## src/rtl/lightbike_arena_engine.sv

```systemverilog
// Lightbike arena core: trail grid, player heads, tick-driven movement,
// wall/trail/head-on collision resolution, per-player scores across rounds.
// Ports:
//   clk, reset_n       clock, async active-low reset
//   start, ack         1-cycle pulses: begin match / advance round-over & match-over
//   dir_valid, dir_in  per-player direction strobe and packed 2-bit dirs
//   rd_x, rd_y         renderer cell address; rd_owner is its registered owner
//   head_x, head_y     packed head coordinates
//   alive, score       per-player alive flags and packed scores
//   winner             last round result, 0 = draw, p+1 = player p
//   state              one-hot {MATCH_OVER,ROUND_OVER,RUN,CLEAR,IDLE}
module lightbike_arena_engine #(
   parameter int NUM_PLAYERS = 2,
   parameter int GRID_W      = 16,
   parameter int GRID_H      = 16,
   parameter int XW          = $clog2(GRID_W),
   parameter int YW          = $clog2(GRID_H),
   parameter int TICK_DIV    = 12_500_000,
   parameter int WIN_SCORE   = 5,
   parameter int SCORE_W     = 4
) (
   input  logic                           clk,
   input  logic                           reset_n,
   input  logic                           start,
   input  logic                           ack,
   input  logic [NUM_PLAYERS-1:0]         dir_valid,
   input  logic [2*NUM_PLAYERS-1:0]       dir_in,
   input  logic [XW-1:0]                  rd_x,
   input  logic [YW-1:0]                  rd_y,
   output logic [2:0]                     rd_owner,
   output logic [XW*NUM_PLAYERS-1:0]      head_x,
   output logic [YW*NUM_PLAYERS-1:0]      head_y,
   output logic [NUM_PLAYERS-1:0]         alive,
   output logic [SCORE_W*NUM_PLAYERS-1:0] score,
   output logic [2:0]                     winner,
   output logic [4:0]                     state
);

   localparam int NP = NUM_PLAYERS;
   localparam int TW = (TICK_DIV > 1) ? $clog2(TICK_DIV) : 1;

   typedef enum logic [4:0] {
      S_IDLE  = 5'b00001,
      S_CLEAR = 5'b00010,
      S_RUN   = 5'b00100,
      S_ROUND = 5'b01000,
      S_MATCH = 5'b10000
   } state_t;

   state_t             r_state;
   logic [TW-1:0]      r_tcnt;
   logic [YW-1:0]      r_row;
   logic [XW-1:0]      r_hx     [NP];
   logic [YW-1:0]      r_hy     [NP];
   logic [1:0]         r_cdir   [NP];
   logic [1:0]         r_pdir   [NP];
   logic [SCORE_W-1:0] r_score  [NP];
   logic [NP-1:0]      r_alive;
   logic [2:0]         r_winner;
   logic [2:0]         r_rd_owner;
   logic [2:0]         r_grid   [GRID_H][GRID_W];

   logic [XW-1:0]      w_nx     [NP];
   logic [YW-1:0]      w_ny     [NP];
   logic [NP-1:0]      w_die;
   logic [NP-1:0]      w_alive_nx;
   logic [2:0]         w_n_alive;
   logic [2:0]         w_win;
   logic               w_match;
   logic               w_tick;
   logic               w_enter_clear;
   logic               w_rd_wall;

   function automatic logic [XW-1:0] f_sx(int p);
      return XW'((p + 1) * GRID_W / (NP + 1));
   endfunction

   function automatic logic [1:0] f_sdir(int p);
      return (p % 2 == 0) ? 2'd1 : 2'd3;
   endfunction

   assign w_tick = (r_state == S_RUN) && (r_tcnt == TW'(TICK_DIV - 1));
   assign w_enter_clear = ((r_state == S_IDLE) && start) ||
                          ((r_state == S_ROUND) && ack && !w_match);

   always_comb begin
      for (int p = 0; p < NP; p++) begin
         w_nx[p] = r_hx[p];
         w_ny[p] = r_hy[p];
         case (r_pdir[p])
            2'd0:    w_ny[p] = r_hy[p] - YW'(1);
            2'd1:    w_nx[p] = r_hx[p] + XW'(1);
            2'd2:    w_ny[p] = r_hy[p] + YW'(1);
            default: w_nx[p] = r_hx[p] - XW'(1);
         endcase
      end
   end

   // Current heads are not yet in the grid (written at this same tick),
   // so they are compared explicitly alongside the grid lookup.
   always_comb begin
      w_die = '0;
      for (int p = 0; p < NP; p++) begin
         if (r_alive[p]) begin
            if (w_nx[p] == '0 || w_nx[p] == XW'(GRID_W - 1) ||
                w_ny[p] == '0 || w_ny[p] == YW'(GRID_H - 1))
               w_die[p] = 1'b1;
            else if (r_grid[w_ny[p]][w_nx[p]] != 3'd0)
               w_die[p] = 1'b1;
            for (int q = 0; q < NP; q++) begin
               if (r_alive[q] && w_nx[p] == r_hx[q] && w_ny[p] == r_hy[q])
                  w_die[p] = 1'b1;
               if (q != p && r_alive[q] &&
                   w_nx[p] == w_nx[q] && w_ny[p] == w_ny[q])
                  w_die[p] = 1'b1;
            end
         end
      end
   end

   always_comb begin
      w_alive_nx = r_alive & ~w_die;
      w_n_alive  = 3'd0;
      w_win      = 3'd0;
      w_match    = 1'b0;
      for (int p = 0; p < NP; p++) begin
         if (w_alive_nx[p]) begin
            w_n_alive = w_n_alive + 3'd1;
            w_win     = 3'(p + 1);
         end
         if (r_score[p] == SCORE_W'(WIN_SCORE))
            w_match = 1'b1;
      end
   end

   always_ff @(posedge clk or negedge reset_n) begin
      if (!reset_n) begin
         r_state  <= S_IDLE;
         r_tcnt   <= '0;
         r_row    <= '0;
         r_alive  <= '0;
         r_winner <= 3'd0;
         for (int p = 0; p < NP; p++) begin
            r_hx[p]    <= f_sx(p);
            r_hy[p]    <= YW'(GRID_H / 2);
            r_cdir[p]  <= f_sdir(p);
            r_pdir[p]  <= f_sdir(p);
            r_score[p] <= '0;
         end
      end else begin
         case (r_state)
            S_IDLE: begin
               if (start)
                  r_state <= S_CLEAR;
            end
            S_CLEAR: begin
               r_row <= r_row + YW'(1);
               if (r_row == YW'(GRID_H - 1)) begin
                  r_state <= S_RUN;
                  r_tcnt  <= '0;
               end
            end
            S_RUN: begin
               r_tcnt <= w_tick ? '0 : r_tcnt + TW'(1);
               for (int p = 0; p < NP; p++) begin
                  if (w_tick)
                     r_cdir[p] <= r_pdir[p];
                  // Reversal is judged against the committed heading.
                  if (dir_valid[p] &&
                      dir_in[2*p +: 2] != (r_cdir[p] ^ 2'd2))
                     r_pdir[p] <= dir_in[2*p +: 2];
               end
               if (w_tick) begin
                  r_alive <= w_alive_nx;
                  for (int p = 0; p < NP; p++) begin
                     if (w_alive_nx[p]) begin
                        r_hx[p] <= w_nx[p];
                        r_hy[p] <= w_ny[p];
                     end
                  end
                  if (w_n_alive <= 3'd1) begin
                     r_state  <= S_ROUND;
                     r_winner <= w_win;
                     for (int p = 0; p < NP; p++) begin
                        if (w_n_alive == 3'd1 && w_alive_nx[p] &&
                            r_score[p] != '1)
                           r_score[p] <= r_score[p] + SCORE_W'(1);
                     end
                  end
               end
            end
            S_ROUND: begin
               if (ack)
                  r_state <= w_match ? S_MATCH : S_CLEAR;
            end
            S_MATCH: begin
               if (ack) begin
                  r_state <= S_IDLE;
                  for (int p = 0; p < NP; p++)
                     r_score[p] <= '0;
               end
            end
            default: r_state <= S_IDLE;
         endcase

         if (w_enter_clear) begin
            r_row    <= '0;
            r_alive  <= '1;
            r_winner <= 3'd0;
            for (int p = 0; p < NP; p++) begin
               r_hx[p]   <= f_sx(p);
               r_hy[p]   <= YW'(GRID_H / 2);
               r_cdir[p] <= f_sdir(p);
               r_pdir[p] <= f_sdir(p);
            end
         end
      end
   end

   // Grid is rebuilt by CLEAR, so it needs no reset.
   always_ff @(posedge clk) begin
      if (r_state == S_CLEAR) begin
         for (int x = 0; x < GRID_W; x++)
            r_grid[r_row][x] <= 3'd0;
      end else if (w_tick) begin
         for (int p = 0; p < NP; p++) begin
            if (r_alive[p])
               r_grid[r_hy[p]][r_hx[p]] <= 3'(p + 1);
         end
      end
   end

   // Border and out-of-arena addresses read as wall.
   assign w_rd_wall = (rd_x == '0) || (rd_x >= XW'(GRID_W - 1)) ||
                      (rd_y == '0) || (rd_y >= YW'(GRID_H - 1));

   always_ff @(posedge clk or negedge reset_n) begin
      if (!reset_n)
         r_rd_owner <= 3'd0;
      else
         r_rd_owner <= w_rd_wall ? 3'd7 : r_grid[rd_y][rd_x];
   end

   always_comb begin
      head_x = '0;
      head_y = '0;
      score  = '0;
      for (int p = 0; p < NP; p++) begin
         head_x[p*XW +: XW]           = r_hx[p];
         head_y[p*YW +: YW]           = r_hy[p];
         score[p*SCORE_W +: SCORE_W]  = r_score[p];
      end
   end

   assign rd_owner = r_rd_owner;
   assign alive    = r_alive;
   assign winner   = r_winner;
   assign state    = r_state;

endmodule

```

## config.mk

```make
export PLATFORM = sky130hd
export DESIGN_NAME = lightbike_arena_engine
export DESIGN_NICKNAME = d
export VERILOG_FILES = /design/src/rtl/lightbike_arena_engine.sv
export SDC_FILE = /design/constraint.sdc
export NUM_CORES = 2
export LEC_CHECK = 0
export CORE_UTILIZATION = 40
export CTS_BUF_LIST = sky130_fd_sc_hd__clkbuf_2 sky130_fd_sc_hd__clkbuf_4 sky130_fd_sc_hd__clkbuf_8
export DETAILED_ROUTE_END_ITERATION = 12
export PLACE_DENSITY_LB_ADDON = 0.05
export SYNTH_ARGS = -nofsm -noshare
export SYNTH_HDL_FRONTEND = slang
export SYNTH_SLANG_ARGS = --single-unit
```

## constraint.sdc

```tcl
create_clock -name clk -period 5.3 [get_ports clk]
set_clock_uncertainty 0.1 [all_clocks]
set_input_delay 1.325 -clock clk [delete_from_list [all_inputs] [get_ports clk]]
set_output_delay 1.325 -clock clk [all_outputs]
set_load 0.02 [all_outputs]
```

# After elaboration in Yosys (flattened, before gate mapping)
# Memories as Yosys holds them, arrays and structs flattened.
# Index checks and enable logic that the tools add are counted.
# W data, S select, Z words.
[op_classes] n_addsub=13 n_lt_le_gt_ge=10 eq_ne=42 mux=92 bitwise_logic=9 n_reduce_logical=68
[ops] operator="$mux W48" n=2
[ops] operator="$mux W8" n=9
[ops] operator="$mux W32" n=2
[ops] operator="$mux W4" n=13
[ops] operator="$eq A4 B4 Y1" n=12
[ops] operator="$mux W24" n=2
[ops] operator="$pmux W24 S2" n=1
[ops] operator="$mux W3" n=15
[ops] operator="$bmux W3 S4" n=3
[ops] operator="$mux W5" n=7
[ops] operator="$pmux W4 S2" n=4
[ops] operator="$reduce_or A32 Y1" n=1
[ops] operator="$add A4 B1 Y4 const B" n=7
[ops] operator="$ge A5 B5 Y1 const B" n=5
[ops] operator="$not A4 Y5" n=5
[ops] operator="$pmux W5 S5" n=1
[ops] operator="$add A24 B1 Y24 const B" n=1
[ops] operator="$demux W3 S4" n=2
[ops] operator="$eq A24 B24 Y1 const B" n=1
[ops] operator="$logic_and A1 B1 Y1" n=24
[ops] operator="$logic_not A4 Y1" n=6
[ops] operator="$mux W1" n=23
[ops] operator="$eq A4 B4 Y1 const B" n=5
[ops] operator="$reduce_bool A2 Y1" n=10
[ops] operator="32 further kinds" n=73
[word_totals] ff_bits=73 mem_bits_rw=512 inputBits=18 output_inout_bits=37 word_cells=251 memories=1
[memory_table] name="r_grid" depth=16 width=32 rd=3 rd_ports_with_merged_regs=0 wr=2 line_no="61" source="logic [2:0] r_grid [GRID_H][GRID_W];"

# Depth between registers and ports, before layout
[depth] ltp_word=26 ltp_mapped=19

# Worst setup path after synthesis
# No wires, ideal clock.
[synth_path] path_type="register -> register" startpoint="reg r_hy (netlist bit head_y[5])" endpoint="reg r_score (netlist bit score[5])" setup_time_ns=0.126 arrival_time_ns=4.428 required_time_ns=5.074 slack_ns=0.645 path_stages_with_launch=19 cell_sequence="dfrtp_1 > clkbuf_1 > clkbuf_1 > inv_1 > fa_1 > clkbuf_1 > nor2b_1 > nor2_1 > buf_2 > o311ai_0 > o311ai_0 > a211oi_1 > a311oi_1 > a2111o_1 > o311ai_2 > nand3_2 > nand2b_4 > or2_1 > a311o_1"
[synth_via] elab_chain_len=21 word_cells_on_any_way=43 classes_between="add/sub: 3; order compare: 1; eq/ne: 9; mux: 15; bitwise: 2; reduce/logical: 12; memory: 1"
[synth_lines] element="start: declaration" line_no="54" source="logic [YW-1:0] r_hy [NP];"
[synth_lines] element="start signal: indexed assignment" line_no="145" source="r_hy[p] <= YW'(GRID_H / 2);"
[synth_lines] element="start signal: indexed assignment" line_no="178" source="r_hy[p] <= w_ny[p];"
[synth_lines] element="start signal: indexed assignment" line_no="212" source="r_hy[p] <= YW'(GRID_H / 2);"
[synth_lines] element="$add A4 B1 Y4 or $sub A4 B1 Y4 (tied branches)" line_no="93, 91"
[synth_lines] element="$pmux W4 S2" line_no="90" source="case (r_pdir[p])"
[synth_lines] element="$mem_v2 Z16 W32"
[synth_lines] element="$bmux W3 S4" line_no="108" source="else if (r_grid[w_ny[p]][w_nx[p]] != 3'd0)"
[synth_lines] element="$mux W3 (implied by the code) (2 in series)" line_no="108"
[synth_lines] element="$reduce_bool A3 Y1" line_no="108"
[synth_lines] element="$mux W1" line_no="108"
[synth_lines] element="$mux W1" line_no="105" source="if (w_nx[p] == '0 || w_nx[p] == XW'(GRID_W - 1) ||"
[synth_lines] element="$mux W1" line_no="111" source="if (r_alive[q] && w_nx[p] == r_hx[q] && w_ny[p] == r_hy[q])"
[synth_lines] element="$mux W1" line_no="113" source="if (q != p && r_alive[q] &&"
[synth_lines] element="$mux W1" line_no="111"
[synth_lines] element="$mux W1" line_no="104" source="if (r_alive[p]) begin"
[synth_lines] element="$not A2 Y2 (*)" line_no="122" source="w_alive_nx = r_alive & ~w_die;"
[synth_lines] element="$and A2 B2 Y2 (*)" line_no="122"
[synth_lines] element="branches (longest 5 deep; another with $le A3 B1 Y1)"
[synth_lines] element="$reduce_and A5 Y1 (no source line) (*)"
[synth_lines] element="end signal: indexed assignment" line_no="187" source="r_score[p] <= r_score[p] + SCORE_W'(1);"
[synth_lines] element="end: declaration" line_no="57" source="logic [SCORE_W-1:0] r_score [NP];"
# Every way passes the cells marked *. The select of a mux whose other input is x is not followed.
# A chain may end at the register's enable or synchronous reset.

# Worst setup path after layout
[layout_path] startpoint="reg r_pdir[0] in the netlist's numbering" endpoint="reg r_score (netlist bit score[0])"
[layout_via] elab_chain_len=22 word_cells_on_any_way=55 classes_between="add/sub: 1; order compare: 1; eq/ne: 15; mux: 15; bitwise: 3; reduce/logical: 19; memory: 1"
[layout_lines] element="start: declaration" line_no="56" source="logic [1:0] r_pdir [NP];"
[layout_lines] element="start signal: indexed assignment" line_no="147" source="r_pdir[p] <= f_sdir(p);"
[layout_lines] element="start signal: indexed assignment" line_no="171" source="r_pdir[p] <= dir_in[2*p +: 2];"
[layout_lines] element="start signal: indexed assignment" line_no="214" source="r_pdir[p] <= f_sdir(p);"
[layout_lines] element="branches (longest 14 deep; another with $mem_v2 Z16 W32)"
[layout_lines] element="$not A2 Y2 (*)" line_no="122"
[layout_lines] element="$and A2 B2 Y2 (*)" line_no="122"
[layout_lines] element="branches (longest 5 deep; another with $le A3 B1 Y1)"
[layout_lines] element="$reduce_and A5 Y1 (no source line) (*)"
# Marks and branches as above.

==> summary.txt <==
Run status
  – Status: complete, but fails checks
  – Failing checks: negative setup slack

Floorplan
  – Die Ht: about 290 um
  – Core area: 0.08107 sq mm
  – # IOs: 55
  – Die span in x: a little under 300 um
  – Die area: ~0.084 sq mm
  – Placement Rows: 104
  – Initial Util: 0.4067

Route
  – Vias after detailed routing: ~37000
  – Post-DR vias/cell: approximately 7.0
  – Post-Route WL: between 150000 and 200000 um
  – Post-route ant nets: 0
  – DRC viols: 0
  – TritonRoute pass-1 iters: 7
  – Routed wire per std cell: 35.37 um
  – DR iter-0 viols: between 6000 and 7000

Clock tree
  – CTS Buffer Depth: 3
  – CTS root buf: clkbuf_8
  – CTS tree: yes
  – Cts bufs inserted: roughly 110
  – Clock transition at path regs: 0.07 ns
  – Cts hold-fix bufs: 0
  – H-tree Lvls: 3
  – Clock latency at the later pin of the worst-skew pair: 0.76 ns
  – Clk sink count: between 500 and 600

Critical path
  – CP max-delay cell: o21a_1
  – FF-to-FF Start: r_pdir[0]
  – Setup crit end: score[0]
  – Worst setup startpoint: r_pdir[0]
  – Startpoint Class: flip-flop
  – Crit end category: flip-flop
  – Bufs and invs on worst path: 2
  – Worst path arrival time: 5.89 ns
  – Max incr delay on CP: 0.76 ns
  – Worst Path Required: just under 6 ns
  – Crit path depth: 15
  – Critical path type: flip-flop to flip-flop
  – CP Max Fanout: 11
  – Reg2reg path depth: 15
  – Reg2reg setup slack: -0.05 ns
  – Crit path cell chain: nand2b_1, inv_1, fa_1, buf_4, or3b_1, o21a_1, o22ai_1, a311oi_1, o21ai_0, a211oi_1, o311ai_2, nand3_2, nand3b_1, and3_1, a211o_1
  – Crit path max-delay family: compound AO/OA/AOI/OAI gates
  – Reg2reg end: score[0]

Power and ir drop
  – Worst VDD drop: ~250 uV
  – Leakage power total: roughly 14 nW
  – Power Total: roughly 18 mW
  – PD cells: ~460 mW/mm^2

Timing
  – RSZ-0062 raised after global routing: no
  – Part of the cycle the worst path needs: 1.009
  – Hold Fails Final Rpt: 0
  – Final Max Tran Viols: 0
  – Worst-Margin Slew: ~1.4 ns
  – Worst slew margin: 0.04426
  – Tmin final: around 5.3 ns
  – PnR worst setup slack: -0.04682 ns
  – F_max: between 150 and 200 MHz
  – Fin Hold WS: ~0.38 ns
  – Setup Viol. Count Final: 3

Logic synthesis
  – Yosys warns: 0
  – Post-synth EDFFs: 0
  – Commonest cells post-synth: o21ai_0 (572), dfxtp_1 (512), nor3_1 (484), nor2_1 (468), a21oi_1 (372)
  – Post-Syn Area per Cell: 7.930 sq um
  – Async set-reset flop share out of synthesis: 0.1233
  – Count of state elements after synthesis: around 580
  – Post-synth top area cell: dfxtp_1
  – Top_reg_cell synth: dfxtp_1
  – Register area share after synthesis: 0.3660
  – Top-area cell type share of the netlist area: 0.3108
  – Syn Nets: ~4200
  – Synth cell types: just under 80
  – Most area-consuming cells after synthesis: dfxtp_1 (31%), o21ai_0 (8.7%), nor3_1 (7.3%), a21oi_1 (5.6%), mux4_2 (5.5%)
  – Mapped Area: between 0.03 and 0.04 sq mm
  – Post-synthesis cell count: just over 4000
  – Count leader, synth: o21ai_0

Global route
  – Vias in the first global route: between 30000 and 40000
  – GRT Resource Usage Total: 0.4441
  – Largest net degree at the start of global routing: 45
  – First-pass GRT wire length: ~260000 um
  – Initial antenna violation count: 12
  – Overflow after GRT: 0

Placed design
  – Dpl cell area: about 0.036 sq mm
  – I/O Buffers: 53
  – Final GP Congestion: just over 1
  – Hpwl dp: roughly 120000 um

Layout
  – Layout cells sized above 1: 0.1538
  – Area growth syn-to-layout: 16.76%
  – # fillers: roughly 8100
  – Cell area after layout: 0.03850 sq mm
  – Multi-input gate area: between 0.015 and 0.02 sq mm
  – Final #Nets: 4252
  – Fin util: 0.4749
  – Reg area: approximately 0.012 sq mm

Hold path
  – Min-delay worst type: flip-flop to flip-flop

Job
  – Max cap viols: 0
[worst min path at each step]
stage,start,to,slack [ns],cells after the start
after floorplan,r_tcnt[20],r_tcnt[20],0.34,1
after global placement,r_tcnt[20],r_tcnt[20],0.37,1
after detailed placement,r_tcnt[20],r_tcnt[20],0.36,1
after CTS,r_tcnt[20],r_tcnt[20],0.38,1
after global routing,r_tcnt[20],r_tcnt[20],0.41,1
final,r_tcnt[20],r_tcnt[20],0.38,1
[sequential cells by signal, indices dropped and copies added (netlist names)]
| signal | cells |
|---|---|
| winner | 2 |
| r_cdir | 4 |
| state | 5 |
| r_row | 4 |
| r_grid | 512 |
| r_tcnt | 24 |
| rd_owner | 3 |
| score | 8 |
| head_x | 8 |
| alive | 2 |
| head_y | 8 |
| r_pdir | 4 |
[metrics by stage]
step / setup WS, ns / std cells / setup TNS (ns)
6_report: -0.04682 / 5373 / -0.1376
2_1_floorplan: 0.6453 / 4158 / 0
3_5_place_dp: 0.2503 / 5168 / 0
5_1_grt: 0.004024 / 5367 / 0
3_3_place_gp: 0.2865 / 5168 / 0
4_1_cts: 0.2130 / 5364 / 0
[cell families (layout without fill, tap and decap cells)]
| group | after synthesis | count (layout) | synth area share |
|---|---|---|---|
| mux | 255 | 255 | 0.1083 |
| xor+xnor | 47 | 47 | 0.01317 |
| simple gates | 1422 | 1422 | 0.1962 |
| compound gates | 1422 | 1422 | 0.2588 |
| flops | 584 | 584 | 0.3660 |
| fa+ha+maj | 18 | 18 | 0.007741 |
| buf+inv | 409 | 555 | 0.04975 |
| other cells | 1 | 10 | 0.0001137 |
[power breakdown]
group / total, mW / internal, mW / switching (mW)
sequential: 5.65 / 4.99 / 0.661
clock: 4.92 / 2.77 / 2.15
combinational: 6.96 / 2.40 / 4.56
total: 17.5 / 10.2 / 7.36
[placed cells by master (no fill, tap or decap), types with 13 or more instances in the layout]
cell type        Yosys  layout
or3_1               35      35
inv_1               23      23
o21ai_0            572     572
mux2i_1            171     167
nand4_1             18      18
dfstp_2             13      13
nor4_1              18      17
dfxtp_1            512     512
a211oi_1            49      49
nor2_2               0      32
nor3_1             484     484
clkdlybuf4s50_1      0      47
clkbuf_4             0      33
nor2_1             468     435
clkinv_2             0      17
a311oi_1            17      17
o21ai_1             17      13
mux4_2              81      81
o22ai_1             67      67
nand2_1            252     241
o311ai_0           105     105
xnor2_1             36      33
nand3_1             68      62
ha_1                14      14
dfrtp_1             59      59
clkbuf_8             0     139
buf_4                9     252
o21a_1              14      14
o221ai_1            77      77
a31oi_1             23      21
buf_12               0      31
a21oi_1            372     369
o31ai_1             21      21
[routing by layer]
metal,vias up,part of all wire,track usage,wire length (um)
li1,15660,-,-,-
met1,18160,0.39,0.5915,74810
met2,2872,0.40,0.6190,76050
met3,665,0.14,0.1461,25690
met4,2,0.071,0.2675,13490
met5,-,0.000068,0,13
[layout make-up]
type,count,share of cell area
clock buffer,172,0.05613
timing repair buffer,334,0.07826
sequential,584,0.3135
inverter,25,0.002437
antenna,9,0.0005850
multi-input combinational,3165,0.5085
tap,1060,0.03445
clock inverter,24,0.006175
[what timing repair did]
action,in CTS,in global routing
resized for setup,0,3
buffers inserted,0,0
endpoints found under the setup margin,0,3
endpoints found under the hold margin,0,0
Power figures use the tool's default switching activity.
